$ cat config.mk
export PLATFORM = sky130hd
export DESIGN_NAME = sub4b_serial_flat
export DESIGN_NICKNAME = d
export VERILOG_FILES = /design/src/rtl/sub4b_serial_pkg.sv /design/src/rtl/sub4b_serial_if.sv /design/src/rtl/sub4b_serial_res1b.sv /design/src/rtl/sub4b_serial.sv /design/src/flat_wrapper.sv
export SDC_FILE = /design/constraint.sdc
export NUM_CORES = 1
export LEC_CHECK = 0
export CAP_MARGIN = 10
export CORE_MARGIN = 10
export CORE_UTILIZATION = 51
export DETAILED_ROUTE_END_ITERATION = 7
export GPL_TIMING_DRIVEN = 0
export PLACE_DENSITY = 0.77
export SLEW_MARGIN = 20
export SYNTH_ARGS = -nofsm -noshare
export SYNTH_HDL_FRONTEND = slang
export SYNTH_SLANG_ARGS = --single-unit
$ cat constraint.sdc
create_clock -name clk -period 1.8 [get_ports clk]
set_input_delay 0.36 -clock clk [delete_from_list [all_inputs] [get_ports clk]]
set_output_delay 0.36 -clock clk [all_outputs]
set_load 0.01 [all_outputs]
$ cat src/rtl/sub4b_serial_pkg.sv
// Shared definitions for the bit-serial subtractor: FSM state encodings
// and the default operand width.
package sub4b_serial_pkg;

  localparam int unsigned SUB4B_WIDTH = 4;

  typedef enum logic [1:0] {
    ST_IDLE = 2'd0,
    ST_RUN  = 2'd1,
    ST_DONE = 2'd2
  } state_t;

endpackage

$ cat src/rtl/sub4b_serial_if.sv
// Start/done handshake and operand/result bus of the bit-serial subtractor.
// The signed-overflow flag V exists only when SUB4B_OVF_EN is defined.
interface sub4b_serial_if
  import sub4b_serial_pkg::*;
#(
  parameter int unsigned WIDTH = SUB4B_WIDTH
);

  logic             start;
  logic [WIDTH-1:0] A;
  logic [WIDTH-1:0] B;
  logic             busy;
  logic             done;
  logic [WIDTH-1:0] So;
  logic             Bo;
`ifdef SUB4B_OVF_EN
  logic             V;

  modport master (output start, A, B, input busy, done, So, Bo, V);
  modport slave  (input start, A, B, output busy, done, So, Bo, V);
`else
  modport master (output start, A, B, input busy, done, So, Bo);
  modport slave  (input start, A, B, output busy, done, So, Bo);
`endif

endinterface

$ cat src/rtl/sub4b_serial_res1b.sv
// Combinational 1-bit full subtractor: D = A - B - Bi, Bo = borrow out.
module res1b (
  input  logic A,
  input  logic B,
  input  logic Bi,
  output logic D,
  output logic Bo
);

  assign D  = A ^ B ^ Bi;
  assign Bo = (~A & B) | (~(A ^ B) & Bi);

endmodule

$ cat src/rtl/sub4b_serial.sv
// Bit-serial unsigned subtractor: So = (A - B) mod 2^WIDTH, Bo = (A < B),
// one bit per clock, LSB first, with a start/done handshake.
// Optional signed-overflow output V is enabled by defining SUB4B_OVF_EN.
module sub4b_serial
  import sub4b_serial_pkg::*;
#(
  parameter int unsigned WIDTH = SUB4B_WIDTH
) (
  input logic          clk,
  input logic          rst,
  sub4b_serial_if.slave bus
);

  localparam int unsigned    CW   = $clog2(WIDTH) + 1;
  localparam logic [CW-1:0]  LAST = CW'(WIDTH - 1);

  state_t           state;
  state_t           state_nx;
  logic [WIDTH-1:0] a_sr;
  logic [WIDTH-1:0] b_sr;
  logic [WIDTH-1:1] res_sr;
  logic [WIDTH-1:0] res_nx;
  logic             borrow;
  logic [CW-1:0]    count;
  logic             accept;
  logic             last_bit;
  logic             d_bit;
  logic             bw_nx;
  logic [WIDTH-1:0] so_q;
  logic             bo_q;

  assign accept   = bus.start && (state != ST_RUN);
  assign last_bit = (count == LAST);

  res1b u_bit (
    .A  (a_sr[0]),
    .B  (b_sr[0]),
    .Bi (borrow),
    .D  (d_bit),
    .Bo (bw_nx)
  );

  // New difference bit enters from the MSB side; only the upper WIDTH-1
  // bits need storing because bit 0 of the shifter is never read back.
  assign res_nx = {d_bit, res_sr};

  // State register.
  always_ff @(posedge clk or posedge rst) begin
    if (rst) state <= ST_IDLE;
    else     state <= state_nx;
  end

  // Next-state logic: RUN for WIDTH cycles, one DONE cycle, restartable from DONE.
  always_comb begin
    state_nx = state;
    unique case (state)
      ST_IDLE: if (accept) state_nx = ST_RUN;
      ST_RUN:  if (last_bit) state_nx = ST_DONE;
      ST_DONE: state_nx = accept ? ST_RUN : ST_IDLE;
      default: state_nx = ST_IDLE;
    endcase
  end

  // Operand shifters, borrow flip-flop, bit counter and partial result.
  always_ff @(posedge clk or posedge rst) begin
    if (rst) begin
      a_sr   <= '0;
      b_sr   <= '0;
      res_sr <= '0;
      borrow <= 1'b0;
      count  <= '0;
    end else if (accept) begin
      a_sr   <= bus.A;
      b_sr   <= bus.B;
      res_sr <= '0;
      borrow <= 1'b0;
      count  <= '0;
    end else if (state == ST_RUN) begin
      a_sr   <= a_sr >> 1;
      b_sr   <= b_sr >> 1;
      res_sr <= res_nx[WIDTH-1:1];
      borrow <= bw_nx;
      count  <= count + 1'b1;
    end
  end

  // Result registers update only on the final bit and hold otherwise.
  always_ff @(posedge clk or posedge rst) begin
    if (rst) begin
      so_q <= '0;
      bo_q <= 1'b0;
    end else if (state == ST_RUN && last_bit) begin
      so_q <= res_nx;
      bo_q <= bw_nx;
    end
  end

`ifdef SUB4B_OVF_EN
  logic v_q;

  // On the final bit the shifters present the latched operand MSBs at bit 0
  // and d_bit is So[MSB], so no extra copies of A/B MSBs are kept.
  always_ff @(posedge clk or posedge rst) begin
    if (rst)                              v_q <= 1'b0;
    else if (state == ST_RUN && last_bit) v_q <= (a_sr[0] ^ b_sr[0]) & (a_sr[0] ^ d_bit);
  end

  assign bus.V = v_q;
`endif

  assign bus.busy = (state == ST_RUN);
  assign bus.done = (state == ST_DONE);
  assign bus.So   = so_q;
  assign bus.Bo   = bo_q;

endmodule
$ cat src/flat_wrapper.sv
// flat-port wrapper written by rule: the top's interface ports become plain ports
module sub4b_serial_flat import sub4b_serial_pkg::*;
#(
  parameter int unsigned WIDTH = SUB4B_WIDTH
)
  (clk, rst, bus_start, bus_A, bus_B, bus_busy, bus_done, bus_So, bus_Bo);
  sub4b_serial_if #(.WIDTH(WIDTH)) bus_i ();
  input logic clk;
  input logic rst;
  input wire logic [$bits(bus_i.start)-1:0] bus_start;
  input wire logic [$bits(bus_i.A)-1:0] bus_A;
  input wire logic [$bits(bus_i.B)-1:0] bus_B;
  output wire logic [$bits(bus_i.busy)-1:0] bus_busy;
  output wire logic [$bits(bus_i.done)-1:0] bus_done;
  output wire logic [$bits(bus_i.So)-1:0] bus_So;
  output wire logic [$bits(bus_i.Bo)-1:0] bus_Bo;
  assign bus_i.start = bus_start;
  assign bus_i.A = bus_A;
  assign bus_i.B = bus_B;
  assign bus_busy = bus_i.busy;
  assign bus_done = bus_i.done;
  assign bus_So = bus_i.So;
  assign bus_Bo = bus_i.Bo;
  sub4b_serial #(.WIDTH(WIDTH)) u_core (.clk(clk), .rst(rst), .bus(bus_i));
endmodule
==> results of run 1 <==
==> cell type report <==
| cell class | instances | area, sq um |
|---|---|---|
| Timing Repair Buffer | 18 | 173 |
| Multi-Input combinational cell | 42 | 427 |
| Fill cell | 165 | 673 |
| Buffer | 4 | 38.8 |
| Inverter | 8 | 30.0 |
| Tap cell | 27 | 33.8 |
| Clock buffer | 4 | 36.3 |
| Sequential cell | 22 | 551 |
==> layer usage <==
layer / GRT usage / part of all wire
met5: 0 / 0
met4: 0.0401 / 0.019
met3: 0.0288 / 0.052
met2: 0.146 / 0.47
met1: 0.0991 / 0.45
==> Yosys cell counts (all sizes together) <==
cell / n / area share
mux2: 20 / 0.23
buf: 4 / 0.037
inv: 8 / 0.029
nand2b: 4 / 0.024
nor2: 2 / 0.0072
o22ai: 1 / 0.0060
fa: 1 / 0.019
mux2i: 6 / 0.057
nand3b: 1 / 0.0072
ha: 2 / 0.024
nor2b: 5 / 0.030
dfrtp: 22 / 0.53
==> repair_timing <==
item	CTS	global route
setup endpoints to repair	1	2
gates resized for setup	4	2
hold buffers	0	0
setup buffers	0	2
==> per-stage QoR <==
step	utilization	hold WS [ns]	power (W)	std cells	area, sq um
finish	0.657	0.455	0.00204	125	1290
global route	0.657	0.456	0.00221	125	1290
global placement	0.632	0.470	0.00176	119	1240
detailed placement	0.632	0.486	0.00179	119	1240
floorplan	-	0.349	0.00150	76	1050
CTS	0.648	0.454	0.00204	123	1270
==> power by group through the flow <==
| stage | Sequential (W) | Clock (W) | Combinational [W] |
|---|---|---|---|
| finish | 0.000826 | 0.000267 | 0.000949 |
| global route | 0.000861 | 0.000296 | 0.00106 |
| CTS | 0.000828 | 0.000273 | 0.000941 |
| detailed placement | 0.000840 | 0 | 0.000950 |
| global placement | 0.000828 | 0 | 0.000929 |
| floorplan | 0.000841 | 0 | 0.000659 |
==> registers in the layout, indices dropped and copies added (netlist names) <==
| signal | flops |
|---|---|
| u_core.bus.Bo | 1 |
| u_core.a_sr | 4 |
| u_core.bus.So | 4 |
| u_core.state | 2 |
| u_core.count | 3 |
| u_core.borrow | 1 |
| u_core.b_sr | 4 |
| u_core.res_sr | 3 |
==> logic make-up (layout without fill, tap and decap cells) <==
kind of cell | after synthesis | count (layout)
mux | 26 | 26
flops | 22 | 22
simple gates | 12 | 12
buf+inv | 12 | 34
fa+ha+maj | 3 | 3
compound gates | 1 | 1
==> final timing paths <==
check	endpoint	slack, ns	cells after the start
worst max-delay path	bus_busy	0.11	5
worst min-delay path	u_core.b_sr[2]	0.45	3
worst max register to register	u_core.bus.So[1]	0.24	4
worst min register to register	u_core.count[0]	0.51	1
max in group asynchronous	u_core.b_sr[2]	0.78	2
min in group asynchronous	u_core.bus.Bo	0.51	2
==> cells in the final DEF, fill, tap and decap left out <==
cell	instances
dfrtp_1	22
nand3b_1	1
inv_2	1
clkdlybuf4s50_1	14
nor2b_1	5
dlymetal6s2s_1	1
buf_6	3
mux2i_1	6
mux2_2	15
ha_1	2
clkbuf_8	1
mux2_4	5
nor2_1	2
inv_1	7
clkbuf_4	3
o22ai_1	1
nand2b_1	4
buf_4	2
fa_1	1
buf_2	2
==> worst max-delay path, stage by stage, from the launching register on <==
cell and delay (ns):
dfrtp_1 0.40, nand2b_1 0.15, buf_6 0.13, buf_6 0.15
inv_2 0.06, buf_2 0.13
==> flow_summary.ini, run 1 <==
[placed_design]
io_buffers = 16
post-place-ws_ns = 0.00993
gp_congestion = 0.685
hpwl_mm = 1.23

[timing]
period_needed_ns = 1.69
relSlewSlack = 0.448
finalClockSkew_ns = 0.00129
setup_tns_ns = 0
rsz0062_at_grt = no
worst_slew_pin_slew_ns = 0.827
finalSetupViolCount = 0
drv_slew = 0
hold_viol = 0
min_period_over_period = 0.936
setup_ws_ns = 0.115
fmax_mhz = 593

[status]
status = completed

[floorplanning]
die_area_sq_um = 4260
row_count = 16
num_io_pins = 18
dieHeight_microns = 65.3
dieWidth_microns = 65.3
initial_utilization = 0.533
coreArea_sq_um = 1960

[setup_path]
start_kind = flop
startpoint = u_core.state[1]
cp.required_ns = 1.44
endpoint_kind = output pin
path_class = flop to output pin
critical_path.max_fanout = 10
regToRegStartpoint = u_core.count[0]
cp.arrival_ns = 1.33

[power]
pwr-share-seq = 0.404
clkPwrFrac = 0.131
power.leakage_nw = 0.642
power_switching_w = 0.000612
p_comb_frac = 0.465
power_density_nw_per_um2 = 1580
vdd_ir_drop_max_mv = 0.920
intPower_w = 0.00143
swShare = 0.300

[synthesis]
syn_area_sq_um = 1050
syn_nets = 90
synthMuxAreaShare = 0.291
syn_avg_cell_area_sq_um = 13.8
yosys.area_share.xor_xnor = 0
synth-seq-cells = 22
synth_top_family_by_area = multiplexers
yosysUniqueCellTypes = 14
synth-seq-area-share = 0.526
synth-compound-area-share = 0.00598
synthAdderAreaFrac = 0.0431
synthSimpleGateAreaFrac = 0.0682
yosysWarnings = 0
syn-instance-count = 76

[cts]
cts.sinks = 22
cts_tree = built
clkSlewWorstSetupHoldPaths_ns = 0.12
clock_latency_ns = 0.30
numCtsBuffers = 3
ctsHtreeMaxLevel = 1
cts_max_path_buffers = 2
root_buffer = clkbuf_4

[final_layout]
drive_above_1_share = 0.327
diodes = 0
area.growth.synth_to_final_pct = 23.2
fin_nets = 113

[drt]
wl_mm = 1.64
vias_per_cell = 4.90
drc_errors = 0
drtIter0Drc = 3
antenna_left = 0
wl_per_cell_microns = 13.1
first_pass_iters = 3
vias = 612

[global_routing]
first_global_vias = 656
grt_max_degree = 23
antenna_found_initial = 0
grt_overflow = 0
grt_pass1_wl_mm = 3.02
track_usage = 0.0877

[worst_hold_path]
hold_path.class = input pin to flop
min_from = bus_start

[run]
max-cap-violations = 0
Note: power is estimated with default switching activity, not from simulation.
==> inputs of run 2 (changes only) <==
--- a/config.mk
+++ b/config.mk
@@ -7,10 +7,10 @@
 export LEC_CHECK = 0
 export CAP_MARGIN = 10
 export CORE_MARGIN = 10
-export CORE_UTILIZATION = 51
+export CORE_UTILIZATION = 45
 export DETAILED_ROUTE_END_ITERATION = 7
 export GPL_TIMING_DRIVEN = 0
-export PLACE_DENSITY = 0.77
+export PLACE_DENSITY = 0.7
 export SLEW_MARGIN = 20
 export SYNTH_ARGS = -nofsm -noshare
 export SYNTH_HDL_FRONTEND = slang
==> flow_summary.ini, run 2 (same netlist as run 1, synthesis figures left out) <==
[final_layout]
drive_above_1_share = 0.298
diodes = 0
area.growth.synth_to_final_pct = 20.1
final_cell_count_no_fill = 122
nFillCells = 200
final_area_sq_um = 1260
fin_nets = 110
final_common_cell = dfrtp_1
final_cell_mix = 22 x dfrtp_1, 15 x mux2_2, 14 x clkdlybuf4s50_1

[floorplanning]
row_count = 17
dieHeight_microns = 68.2
coreArea_sq_um = 2210
num_io_pins = 18
dieWidth_microns = 68.2
die_area_sq_um = 4650
initial_utilization = 0.473

[setup_path]
cp.arrival_ns = 1.32
start_kind = flop
cp.required_ns = 1.44
endpoint_kind = output pin
critical_path.max_fanout = 15
path_class = flop to output pin
crit_buf_inv = 3
worst_path_dominant_cell_family = buffers and inverters
critical-path-max-stage-delay_ns = 0.39
cpMaxStageDelayCell = dfrtp_1
crit_chain = nand2b_1 -> buf_6 -> inv_2 -> clkdlybuf4s15_2

[timing]
setup_tns_ns = 0
hold_viol = 0
worst_slew_pin_slew_ns = 0.818
min_period_over_period = 0.931
setup_ws_ns = 0.124
rsz0062_at_grt = no
finalSetupViolCount = 0
relSlewSlack = 0.454
period_needed_ns = 1.68
finalClockSkew_ns = 0.00123
fmax_mhz = 597
drv_slew = 0

[global_routing]
grt_overflow = 0
grt_max_degree = 23
antenna_found_initial = 0
first_global_vias = 673
track_usage = 0.0838
grt_pass1_wl_mm = 2.94

[placed_design]
gp_congestion = 0.690
dpl-instance-area_sq_um = 1240
io_buffers = 16
place_inst = 120
post-place-ws_ns = -0.0102
hpwl_mm = 1.29

[power]
p_comb_frac = 0.461
intPower_w = 0.00134
power.leakage_nw = 0.620
vdd_ir_drop_max_mv = 0.786
swShare = 0.309
power_density_nw_per_um2 = 1550
power_switching_w = 0.000600
pwr-share-seq = 0.427
clkPwrFrac = 0.112

[drt]
antenna_left = 0
drc_errors = 0
drtIter0Drc = 8
wl_mm = 1.68
vias_per_cell = 4.83
vias = 589
first_pass_iters = 2
wl_per_cell_microns = 13.8

[cts]
root_buffer = clkbuf_4
numCtsBuffers = 3
ctsHtreeMaxLevel = 1
hold_buffers = 0
cts_max_path_buffers = 2
cts_setup_buffers = 0
clock_latency_ns = 0.30
cts.sinks = 22
cts_tree = built
clkSlewWorstSetupHoldPaths_ns = 0.11

[worst_hold_path]
hold_path.class = input pin to flop

[run]
max-cap-violations = 0

[status]
status = completed
run 2: cell types whose count changed in the layout (fill, tap and decap cells not counted):
cell and delta:
buf_6 -1, buf_2 -1, clkbuf_8 -1, buf_4 -2, clkdlybuf4s15_2 +1
run 2: worst min-delay path: cells and delay by family:
family | cells | cell delay, ns
buffers and inverters | 1 | 0.10
muxes | 2 | 0.27
run 2: path summary, 6_finish.rpt:
| kind | slack [ns] | startpoint | cells after the start | end |
|---|---|---|---|---|
| max in group asynchronous | 0.79 | rst | 2 | u_core.res_sr[3] |
| min reg2reg | 0.49 | u_core.count[0] | 1 | u_core.count[0] |
| max | 0.12 | u_core.state[1] | 4 | bus_busy |
| max reg2reg | 0.25 | u_core.count[0] | 4 | u_core.bus.So[0] |
| min | 0.46 | bus_start | 3 | u_core.b_sr[2] |
| min in group asynchronous | 0.51 | rst | 2 | u_core.a_sr[3] |
run 2: metal layers:
layer / track usage / wire length [microns]
met5: 0 / 0
met4: 0.0528 / 9
met3: 0.0294 / 76
met2: 0.143 / 889
met1: 0.0860 / 705
run 2: power by group through the flow:
stage | clock network [W] | registers, W | logic (W)
floorplan | 0 | 0.000841 | 0.000659
global placement | 0 | 0.000833 | 0.000931
detailed placement | 0 | 0.000846 | 0.000954
CTS | 0.000232 | 0.000834 | 0.000922
global route | 0.000246 | 0.000862 | 0.000998
finish | 0.000218 | 0.000829 | 0.000897
run 2: through the flow:
step           total power [W]  utilization  hold slack (ns)
3_5_place_dp           0.00180        0.561            0.476
4_1_cts                0.00199        0.567            0.446
6_report               0.00194        0.568            0.459
3_3_place_gp           0.00176        0.561            0.473
5_1_grt                0.00211        0.568            0.454
2_1_floorplan          0.00150            -            0.349
run 2: area by class of cell:
| class | count | area, sq um | area share |
|---|---|---|---|
| clock buffer | 3 | 22.5 | 0.0179 |
| multi-input combinational | 42 | 427 | 0.340 |
| buffer | 3 | 27.5 | 0.0219 |
| inverter | 8 | 30.0 | 0.0239 |
| timing repair buffer | 16 | 164 | 0.130 |
| sequential | 22 | 551 | 0.438 |
| tap | 28 | 35.0 | 0.0279 |
run 2: what timing repair did:
action | 4_1_cts | 5_1_grt
hold endpoints to repair | 0 | 0
gates resized for setup | 4 | 1
endpoints found under the setup margin | 1 | 1
==> inputs of run 3 (changes only) <==
--- a/config.mk
+++ b/config.mk
@@ -14,4 +14,5 @@
 export SLEW_MARGIN = 20
 export SYNTH_ARGS = -nofsm -noshare
 export SYNTH_HDL_FRONTEND = slang
+export SYNTH_HIERARCHICAL = 1
 export SYNTH_SLANG_ARGS = --single-unit
==> flow_summary.ini, run 3 <==
[final_layout]
final_common_cell = dfrtp_1
fin_nets = 111
seqCellArea_sq_um = 551
area.growth.synth_to_final_pct = 23.2
nFillCells = 197
drive_above_1_share = 0.333
multi_input_area_sq_um = 433
final_cell_mix = 22 x dfrtp_1, 16 x mux2_2, 14 x clkdlybuf4s50_1
diodes = 0

[floorplanning]
dieWidth_microns = 68.4
die_area_sq_um = 4670
row_count = 17
dieHeight_microns = 68.4
num_io_pins = 18
initial_utilization = 0.476
coreArea_sq_um = 2210

[setup_path]
path_class = flop to output pin
r2r_slack_ns = 0.20
cp.arrival_ns = 1.34
critical_path.max_fanout = 15
start_kind = flop
cpMaxStageDelayCell = dfrtp_1
cp.required_ns = 1.44
r2r_cells = 4
critical-path-max-stage-delay_ns = 0.43
endpoint_kind = output pin
crit_chain = nand2b_1 -> buf_6 -> inv_2 -> clkdlybuf4s15_2

[drt]
wl_mm = 1.72
drc_errors = 0
vias = 605
wl_per_cell_microns = 13.8
vias_per_cell = 4.88
first_pass_iters = 2
antenna_left = 0
drtIter0Drc = 5

[timing]
setup_tns_ns = 0
fmax_mhz = 589
worst_slew_pin_slew_ns = 0.818
drv_slew = 0
relSlewSlack = 0.454
rsz0062_at_grt = no
finalSetupViolCount = 0
hold_viol = 0
min_period_over_period = 0.943
finalClockSkew_ns = 0.00440
period_needed_ns = 1.70

[worst_hold_path]
hold_path.class = input pin to flop
hold_depth = 3

[power]
pwr-share-seq = 0.390
power_density_nw_per_um2 = 1620
p_comb_frac = 0.435
vdd_ir_drop_max_mv = 0.903
power.leakage_nw = 0.629
swShare = 0.287
totalPowerFinal_w = 0.00210
intPower_w = 0.00149
clkPwrFrac = 0.175
power_switching_w = 0.000602

[global_routing]
antenna_found_initial = 0
first_global_vias = 720
grt_max_degree = 23
grt_overflow = 0
track_usage = 0.0849
grt_pass1_wl_mm = 3.02

[synthesis]
yosysWarnings = 6
yosysUniqueCellTypes = 14
synth-seq-area-share = 0.523
synth_edf_count = 0
syn_area_sq_um = 1050
syn_nets = 90
synth-seq-cells = 22
synth.most_common_cell = dfrtp_1
syn_avg_cell_area_sq_um = 13.8
async_reset_ff_frac = 1.00
post-synth-top-area-cell = dfrtp_1
ys_top_cells_by_area = dfrtp_1 52%, mux2_2 17%, mux2_4 8.6%
synth.top_cell.area_share = 0.523
syn-instance-count = 76
synth_commonest_cells = 22 x dfrtp_1, 16 x mux2_2, 8 x inv_1
ys.flop_type = dfrtp_1

[placed_design]
hpwl_mm = 1.31
gp_congestion = 0.659
io_buffers = 16

[cts]
ctsHtreeMaxLevel = 1
numCtsBuffers = 3
hold_buffers = 0
cts.sinks = 22
cts_tree = built
clock_latency_ns = 0.30
root_buffer = clkbuf_4
clkSlewWorstSetupHoldPaths_ns = 0.12
cts_max_path_buffers = 2

[run]
max-cap-violations = 0

[status]
status = completed
-- run 3: changes by cell type after synthesis, sizes merged --
cell,delta
mux2,+2
mux2i,-2
nand2b,-1
nor2b,+1
-- run 3: logic make-up (layout without fill, tap and decap cells) --
| logic type | after synthesis | in the layout | synth area share |
|---|---|---|---|
| AOI/OAI and AO/OA | 1 | 1 | 0.00595 |
| and+or+nand+nor | 12 | 12 | 0.0678 |
| adders and majority gates | 3 | 3 | 0.0428 |
| buffers and inverters | 12 | 32 | 0.0654 |
| DFF | 22 | 22 | 0.523 |
| muxes | 26 | 26 | 0.295 |
-- run 3: power groups by stage --
| stage | Clock [W] | Sequential (W) | Combinational [W] |
|---|---|---|---|
| floorplan | 0 | 0.000826 | 0.000678 |
| global placement | 0 | 0.000819 | 0.000931 |
| detailed placement | 0 | 0.000834 | 0.000962 |
| CTS | 0.000383 | 0.000822 | 0.000933 |
| global route | 0.000402 | 0.000849 | 0.00100 |
| finish | 0.000366 | 0.000818 | 0.000912 |
-- run 3: area by class of cell --
type / instances / area share
plain buffers: 3 / 0.0212
clock buffers: 3 / 0.0174
clock inverters: 1 / 0.0232
inverters: 8 / 0.0232
multi-input cells: 42 / 0.334
flip-flops and latches: 22 / 0.425
well taps: 28 / 0.0270
repair buffers: 17 / 0.129
-- run 3: metal layers --
layer | global-route usage | vias to the layer above | routed length (microns)
met5 | 0 | - | 0
met4 | 0.0452 | 0 | 14
met3 | 0.0245 | 2 | 92
met2 | 0.158 | 10 | 925
met1 | 0.0823 | 302 | 683
li1 | - | 291 | -
-- run 3: through the flow --
step / hold slack (ns) / area [sq um] / util / cells / setup slack, ns
CTS: 0.450 / 1300 / 0.586 / 124 / 0.0712
finish: 0.463 / 1300 / 0.586 / 124 / 0.103
detailed placement: 0.493 / 1250 / 0.564 / 120 / -0.0170
global placement: 0.470 / 1250 / 0.564 / 120 / -0.0115
floorplan: 0.349 / 1050 / - / 76 / 0.385
global route: 0.454 / 1300 / 0.586 / 124 / 0.0205
-- run 3: what timing repair did --
item,CTS,global route
setup buffers,1,0
endpoints found under the setup margin,1,0
gates resized for setup,5,0
endpoints found under the hold margin,0,0
-- run 3: path summary, 6_finish.rpt --
kind                                  from              end
min in group asynchronous              rst  u_core/count[0]
hold reg to reg            u_core/count[0]  u_core/count[0]
max in group asynchronous              rst    u_core/bus.Bo
hold / removal                   bus_start   u_core/a_sr[1]
setup reg to reg           u_core/count[0]    u_core/bus.Bo
setup / recovery           u_core/state[0]         bus_busy
-- run 3: critical path, delay by kind of cell (launching register included) --
family	cells	cell delay, ns
buffers and inverters	3	0.50
DFF	1	0.43
and+or+nand+nor	1	0.11
